`src/rtl/alu_issue_ctrl.sv`:
```
// alu_issue_ctrl: operand/issue controller for the 8-bit ALU; owns an 8-entry register file.
// Latency: 3 cycles per instruction (IDLE accept -> ISSUE -> DONE), writeback at end of ISSUE.
// Backpressure: instr_ready/ld_ready low outside IDLE; a load in IDLE wins and holds off instr_ready.
//
// Ports:
//   clk, rst          - rising-edge clock, asynchronous active-low reset
//   instr_valid/ready - instruction handshake; instr = {selop,shamt,enaf,rd,rs1,rs2,wb_en}
//   ld_valid/ready    - register load side port (ld_addr, ld_data)
//   busA/busB/selop/shamt/enaf - registered ALU controls; busC - ALU result back in
//   res_valid/res_data - one-cycle result strobe and held result; busy - not IDLE
module alu_issue_ctrl #(
  parameter int MAX_WIDTH = 8,
  parameter bit ZERO_REG  = 1'b1
) (
  input  logic                 clk,
  input  logic                 rst,
  input  logic                 instr_valid,
  output logic                 instr_ready,
  input  logic [15:0]          instr,
  input  logic                 ld_valid,
  output logic                 ld_ready,
  input  logic [2:0]           ld_addr,
  input  logic [MAX_WIDTH-1:0] ld_data,
  output logic [MAX_WIDTH-1:0] busA,
  output logic [MAX_WIDTH-1:0] busB,
  output logic [2:0]           selop,
  output logic [1:0]           shamt,
  output logic                 enaf,
  input  logic [MAX_WIDTH-1:0] busC,
  output logic                 res_valid,
  output logic [MAX_WIDTH-1:0] res_data,
  output logic                 busy
);

  typedef enum logic [1:0] {
    IDLE  = 2'd0,
    ISSUE = 2'd1,
    DONE  = 2'd2
  } state_t;

  state_t state, state_nxt;

  logic [MAX_WIDTH-1:0] regs [8];
  logic [2:0]           rd_q;
  logic                 wb_q;
  logic                 accept;
  logic                 ld_fire;
  logic                 wb_fire;

  // Instruction fields
  logic [2:0] i_selop;
  logic [1:0] i_shamt;
  logic       i_enaf;
  logic [2:0] i_rd;
  logic [2:0] i_rs1;
  logic [2:0] i_rs2;
  logic       i_wb;

  assign i_selop = instr[15:13];
  assign i_shamt = instr[12:11];
  assign i_enaf  = instr[10];
  assign i_rd    = instr[9:7];
  assign i_rs1   = instr[6:4];
  assign i_rs2   = instr[3:1];
  assign i_wb    = instr[0];

  // With ZERO_REG set, r0 always reads as zero regardless of array contents.
  logic [MAX_WIDTH-1:0] opa, opb;
  assign opa = (ZERO_REG && (i_rs1 == 3'd0)) ? '0 : regs[i_rs1];
  assign opb = (ZERO_REG && (i_rs2 == 3'd0)) ? '0 : regs[i_rs2];

  assign ld_fire = (state == IDLE) && ld_valid;
  assign wb_fire = (state == ISSUE) && wb_q && !(ZERO_REG && (rd_q == 3'd0));

  always_comb begin
    state_nxt   = state;
    instr_ready = 1'b0;
    ld_ready    = 1'b0;
    accept      = 1'b0;
    case (state)
      IDLE: begin
        ld_ready    = 1'b1;
        // A pending load takes the cycle; the instruction waits.
        instr_ready = !ld_valid;
        if (instr_valid && !ld_valid) begin
          accept    = 1'b1;
          state_nxt = ISSUE;
        end
      end
      ISSUE:   state_nxt = DONE;
      DONE:    state_nxt = IDLE;
      default: state_nxt = IDLE;
    endcase
  end

  always_ff @(posedge clk or negedge rst) begin
    if (!rst) state <= IDLE;
    else      state <= state_nxt;
  end

  // Register file: loads only in IDLE, writeback only at end of ISSUE, never both.
  always_ff @(posedge clk or negedge rst) begin
    if (!rst) begin
      for (int i = 0; i < 8; i++) regs[i] <= '0;
    end else if (ld_fire) begin
      if (!(ZERO_REG && (ld_addr == 3'd0))) regs[ld_addr] <= ld_data;
    end else if (wb_fire) begin
      regs[rd_q] <= busC;
    end
  end

  // ALU-facing controls are captured at accept and held until the next accept.
  always_ff @(posedge clk or negedge rst) begin
    if (!rst) begin
      busA     <= '0;
      busB     <= '0;
      selop    <= '0;
      shamt    <= '0;
      enaf     <= 1'b0;
      rd_q     <= '0;
      wb_q     <= 1'b0;
      res_data <= '0;
    end else begin
      if (accept) begin
        busA  <= opa;
        busB  <= opb;
        selop <= i_selop;
        shamt <= i_shamt;
        enaf  <= i_enaf;
        rd_q  <= i_rd;
        wb_q  <= i_wb;
      end
      if (state == ISSUE) begin
        res_data <= busC;
        // Flags update exactly once per instruction.
        enaf     <= 1'b0;
      end
    end
  end

  assign res_valid = (state == DONE);
  assign busy      = (state != IDLE);

endmodule

```
`config.mk`:
```
export PLATFORM = sky130hd
export DESIGN_NAME = alu_issue_ctrl
export DESIGN_NICKNAME = d
export VERILOG_FILES = /design/src/rtl/alu_issue_ctrl.sv
export SDC_FILE = /design/constraint.sdc
export NUM_CORES = 1
export LEC_CHECK = 0
export CAP_MARGIN = 10
export CORE_MARGIN = 2
export CORE_UTILIZATION = 54
export CTS_CLUSTER_DIAMETER = 200
export DETAILED_ROUTE_END_ITERATION = 10
export GPL_ROUTABILITY_DRIVEN = 0
export PLACE_DENSITY = 0.8
export RECOVER_POWER = 25
export SETUP_SLACK_MARGIN = 0.15
export SYNTH_ARGS = -nofsm -noshare
export SYNTH_HDL_FRONTEND = slang
export SYNTH_SLANG_ARGS = --single-unit
```
`constraint.sdc`:
```
create_clock -name clk -period 2.35 [get_ports clk]
set_clock_uncertainty 0.15 [all_clocks]
set_input_delay 0.235 -clock clk [delete_from_list [all_inputs] [get_ports clk]]
set_output_delay 0.235 -clock clk [all_outputs]
set_load 0.01 [all_outputs]
```
==> results of run 1 <==
worst reg2reg max path: stages (launching register included):
cell and delay [ns]:
dfrtp_1 0.51, and3b_1 0.37, a22oi_1 0.71, a22oi_1 0.16, o21ai_0 0.12
cell usage after synthesis (7+ instances only):
cell type	instances
a221o_1	40
nor2_1	28
a22oi_1	13
o22ai_1	7
o21ai_0	9
and2_1	43
mux4_2	9
o221ai_1	8
inv_1	10
a221oi_1	7
buf_2	9
mux2i_1	19
a21oi_1	10
nand2_1	30
clkbuf_1	18
mux2_2	29
dfrtp_1	92
power by group through the flow:
stage / registers [mW] / clock network, mW / logic, mW
floorplan: 2.40 / 0 / 0.941
global route: 2.60 / 1.29 / 1.69
global placement: 2.52 / 0 / 1.51
detailed placement: 2.55 / 0 / 1.56
CTS: 2.52 / 1.24 / 1.57
finish: 2.55 / 1.23 / 1.57
routing by layer:
metal,up-vias,GRT usage,share of wire
met4,0,0.0780,0.016
met1,2005,0.409,0.44
met3,25,0.0369,0.086
met2,237,0.415,0.46
li1,1827,-,-
met5,-,0,0
sequential cells by signal, indices dropped and copies added, names as in the netlist:
name	cells
regs	56
res_data	8
busA	8
selop	3
wb_q	1
shamt	2
busB	8
enaf	1
rd_q	3
state	2
cell type report:
cell class,instances,share of cell area
clock inverters,5,0.0139
clock buffers,11,0.0251
inverters,10,0.00621
flip-flops and latches,92,0.381
repair buffers,95,0.156
multi-input cells,307,0.396
well taps,108,0.0224
stage by stage:
step                area [um2]  total power, mW
finish                    6040             5.36
global placement          5790             4.03
detailed placement        5790             4.10
global route              6040             5.59
CTS                       6040             5.33
floorplan                 4860             3.35
layout by cell type (no fill, tap or decap), drive strengths merged, types with 12 or more instances in the layout:
master         count
dfrtp             92
clkdlybuf4s50     71
and2              43
a221o             40
nand2             30
mux2              29
nor2              28
buf               22
mux2i             19
a22oi             13
clkbuf            12
worst min-delay path by stage:
stage | from | end | slack, ns
4_1_cts | rst | regs[18] | 0.27
3_5_place_dp | rst | state[0] | 0.11
5_1_grt | instr[13] | selop[0] | 0.34
6_report | instr[10] | enaf | 0.28
3_3_place_gp | rst | wb_q | 0.11
2_1_floorplan | rst | busA[0] | -0.21
kinds of logic after synthesis:
group,synth area share
AOI/OAI and AO/OA,0.195
buffers and inverters,0.0355
DFF,0.474
muxes,0.148
and+or+nand+nor,0.147
repair_timing:
item,4_1_cts,5_1_grt
hold buffers,1,0
hold endpoints to repair,41,0
setup endpoints to repair,0,9
resized for setup,0,1
==> metrics.yaml, run 1 <==
setup_path:
  path_buf_inv: 0
  r2r_start: "state[1]"
  reg2reg_setup_slack_ns: 0.25
  cp.depth: 4
  critPathMaxStageDelay_ns: 0.71
  crit_slowest_cell: "a22oi_1"
  cp_max_fo: 11
  critPathArrivalTime_ns: 2.22
  required_ns: 2.47
  reg2reg_to: "regs[46]"
  crit_chain: "and3b_1, a22oi_1, a22oi_1, o21ai_0"
  rr_worst_depth: 4
  crit_top_cell: "a22oi_1"
  path_class: "flop to flop"
  startpoint: "state[1]"
  crit_family: "compound AO/OA/AOI/OAI gates"
  cp-start-kind: "flop"
  worstSetupEndpointType: "flop"
  crit_end: "regs[46]"
clocking:
  clock_path_buffers: 2
  clock-sinks: 92
  cts_buffers: 9
  htreeDepth: 3
  root_buffer: "clkbuf_8"
  clkTransAtPathRegs_ns: 0.09
  cts_tree: "built"
  clk_latency_ns: 0.36
  post_cts_buffers: 0
finish:
  multi_input_area_um2: 2390
  synthToLayoutAreaGrowth_pct: 24.3
  final_cells: 628
  regArea_um2: 2300
  drive_gt1_frac: 0.160
  fin_util: 0.693
  antenna_cells: 0
  finish.net_count: 554
  fillers: 639
routing:
  postRouteAntennaNets: 0
  drt_wl_total_um: 13100
  drt_iter0_drc: 424
  drc: 0
  wl_per_cell_um: 20.8
  via_per_inst: 6.52
  dr.pass1.iters: 6
  dr_total_vias: 4094
synthesis:
  syn_inst: 440
  ys_types: 41
  synth_top_area_frac: 0.474
  synth_top_area_cell: "dfrtp_1"
  syn_nets: 479
  yosys_warnings: 0
  ys_ff_latch: 92
  synth_edf_count: 0
  avgSynthCellArea_um2: 11.0
  async_flop_share: 1.00
  synthTopCellsByArea: "dfrtp_1, a221o_1, mux2_2"
  ys.flop_type: "dfrtp_1"
  synth_seq_area_share: 0.474
  netlist_area_um2: 4860
power:
  p_leak_nw: 2.53
  power_switching_mw: 1.69
  p_sw_frac: 0.316
  seq_power_share: 0.477
  max-vdd-ir-drop_v: 0.000465
  p_clk_frac: 0.230
  comb_power_share: 0.293
  power.internal_mw: 3.67
  p_per_area_nw_per_um2: 887
sta:
  tightestPinTransition_ns: 1.09
  rsz0062_at_grt: "false"
  tns_ns: 0
  fin_ws_ns: 0.253
  clock.fmax_ghz: 0.477
  maxSlewViolCount: 0
  finalCritPeriodShare: 0.892
  slew-limit-headroom: 0.276
  setup_viol: 0
  whs_ns: 0.284
  period_needed_ns: 2.10
  finalHoldViolCount: 0
placed_design:
  hpwl_um: 9630
  io_buffers: 72
  place_ws_ns: 0.0372
  dp.cells: 611
floorplanning:
  initial_utilization: 0.557
  rows: 34
  die_w_um: 98.9
  core_area_um2: 8720
  die-area_um2: 9770
  io_pins: 73
  die_h_um: 98.9
run:
  drv_cap: 0
worst_hold_path:
  hp-class: "input port to flop"
  holdPathStages: 3
global_routing:
  antenna_found_initial: 0
  grt_max_degree: 52
  globalRoute.totalOverflow: 0
  grt_pass1_wl_um: 20800
  grt_use_total: 0.272
  grt_pass1_vias: 3863
outcome:
  outcome: "complete, no violations"
(Power assumes the default switching activity.)
==> inputs of run 2 (changes only) <==
CORE_MARGIN = 8   (was 2)
GPL_TIMING_DRIVEN = 0   (was default)
SKIP_CTS_REPAIR_TIMING = 1   (was default)
==> metrics.yaml, run 2 (synthesized netlist as in run 1, its figures left out) <==
outcome:
  outcome: "complete, no violations"
setup_path:
  path_class: "flop to flop"
  worstSetupEndpointType: "flop"
  cp_max_fo: 10  # -1
  crit_slowest_cell: "dfrtp_1"
  crit_family: "simple AND/OR/NAND/NOR gates"
  required_ns: 2.46  # about the same
  critPathArrivalTime_ns: 2.36  # +0.14 ns
  critPathMaxStageDelay_ns: 0.43  # -0.28 ns
  crit_chain: "buf_6, nor4b_2, and3_1, buf_2, a21oi_1, a221o_1"
  cp-start-kind: "flop"
  path_buf_inv: 2  # +2
finish:
  fillers: 664  # +3.9%
  regMostFlops: "regs"
  synthToLayoutAreaGrowth_pct: 22.4
  design_area_um2: 5950  # -1.6%
  final_common_cell: "dfrtp_1"
  largest_reg_flops: 56  # unchanged
  regArea_um2: 2300  # unchanged
  drive_gt1_frac: 0.157  # -0.00301
  finish.net_count: 564  # +1.8%
  multi_input_area_um2: 2400  # +0.58%
  most-common-layout-cells: "dfrtp_1, clkdlybuf4s50_1, and2_1, a221o_1, nand2_1"
  antenna_cells: 0  # unchanged
run:
  drv_cap: 0  # unchanged
placed_design:
  place_ws_ns: -0.329  # -0.366 ns
  hpwl_um: 10300  # +7.2%
  place_area_um2: 5690  # -1.8%
  io_buffers: 67  # -6.9%
clocking:
  clk_latency_ns: 0.37  # about the same
  cts_tree: "built"
  clock_path_buffers: 2  # unchanged
  clkTransAtPathRegs_ns: 0.09  # about the same
  root_buffer: "clkbuf_8"
  htreeDepth: 3  # unchanged
  cts_buffers: 9  # unchanged
  clock-sinks: 92  # unchanged
global_routing:
  grt_pass1_wl_um: 21500  # +3.2%
  antenna_found_initial: 0  # unchanged
  grt_max_degree: 58  # +12%
  grt_pass1_vias: 4044  # +4.7%
  globalRoute.totalOverflow: 0  # unchanged
  grt_use_total: 0.215  # -0.0564
sta:
  period_needed_ns: 2.26  # +0.160 ns
  setup_viol: 0  # unchanged
  whs_ns: 0.173  # -0.111 ns
  finalHoldViolCount: 0  # unchanged
  finalCritPeriodShare: 0.960  # +0.0680
  clock.fmax_ghz: 0.443  # -7.1%
  fin_ws_ns: 0.0934  # -0.160 ns
  tightestPinTransition_ns: 0.921  # -0.164 ns
  maxSlewViolCount: 0  # unchanged
  slew-limit-headroom: 0.386  # +0.110
  rsz0062_at_grt: "true"
power:
  p_per_area_nw_per_um2: 867  # -2.2%
  max-vdd-ir-drop_v: 0.000414  # -11%
  p_leak_nw: 2.50  # -1.4%
  p_total_mw: 5.16  # -3.8%
routing:
  dr_total_vias: 4090  # -0.098%
  wl_per_cell_um: 21.4  # +2.8%
  via_per_inst: 6.41  # -1.7%
  drc: 0  # unchanged
  drt_wl_total_um: 13700  # +4.5%
  dr.pass1.iters: 7  # +1
  drt_iter0_drc: 289  # -32%
  postRouteAntennaNets: 0  # unchanged
floorplanning:
  die-area_um2: 12300  # +26%
  initial_utilization: 0.557  # unchanged
  core_area_um2: 8720  # unchanged
  io_pins: 73  # unchanged
  die_h_um: 111  # +12%
  die_w_um: 111  # +12%
  rows: 34  # unchanged
worst_hold_path:
  hp-class: "input port to flop"
-- run 2: cell types whose count changed in the layout (fill, tap and decap cells not counted), moves of 2 or more --
cell,before,now
buf_4,18,6
clkbuf_2,1,4
bufinv_16,2,0
buf_12,4,0
buf_2,0,8
clkbuf_1,0,15
clkinvlp_4,2,0
clkinv_2,0,2
buf_1,0,3
clkdlybuf4s50_1,71,66
-- run 2: final timing paths --
check	cells past startpoint	to	slack (ns)	start
max in group asynchronous	3	regs[19]	0.90	rst
max	6	regs[39]	0.09	state[0]
min in group asynchronous	2	wb_q	0.38	rst
max reg2reg	6	regs[39]	0.09	state[0]
min reg2reg	1	busB[4]	0.35	busB[4]
min	3	busA[7]	0.17	instr[5]
-- run 2: per-stage QoR --
step	util	setup TNS [ns]	instances
global route	0.682	-0.00600	638
global placement	0.649	-219.70	615
floorplan	-	0	440
finish	0.682	0	638
CTS	0.674	-1.23	632
detailed placement	0.652	-10.20	616
-- run 2: cell type report --
class / instances / area share
Inverter: 10 / 0.00631
Clock buffer: 10 / 0.0231
Tap cell: 108 / 0.0227
Buffer: 31 / 0.0238
Sequential cell: 92 / 0.387
Multi-Input combinational cell: 307 / 0.404
Timing Repair Buffer: 74 / 0.125
Clock inverter: 6 / 0.00800
-- run 2: report_power, final --
| part | total, mW | internal [mW] | switching, mW |
|---|---|---|---|
| logic | 1.60 | 0.933 | 0.663 |
| clock network | 1.03 | 0.425 | 0.603 |
| registers | 2.53 | 2.06 | 0.470 |
| total | 5.16 | 3.42 | 1.74 |
-- run 2: per-layer routing --
layer | up-vias | global-route usage | share of wire
met5 | - | 0 | 0
met1 | 2016 | 0.286 | 0.42
met3 | 27 | 0.0417 | 0.084
li1 | 1849 | - | -
met4 | 0 | 0.0829 | 0.019
met2 | 198 | 0.338 | 0.48
-- run 2: worst min-delay path, cell delays in order --
cell      delay (ns)
clkbuf_1        0.17
a31oi_1         0.16
a31oi_1         0.09
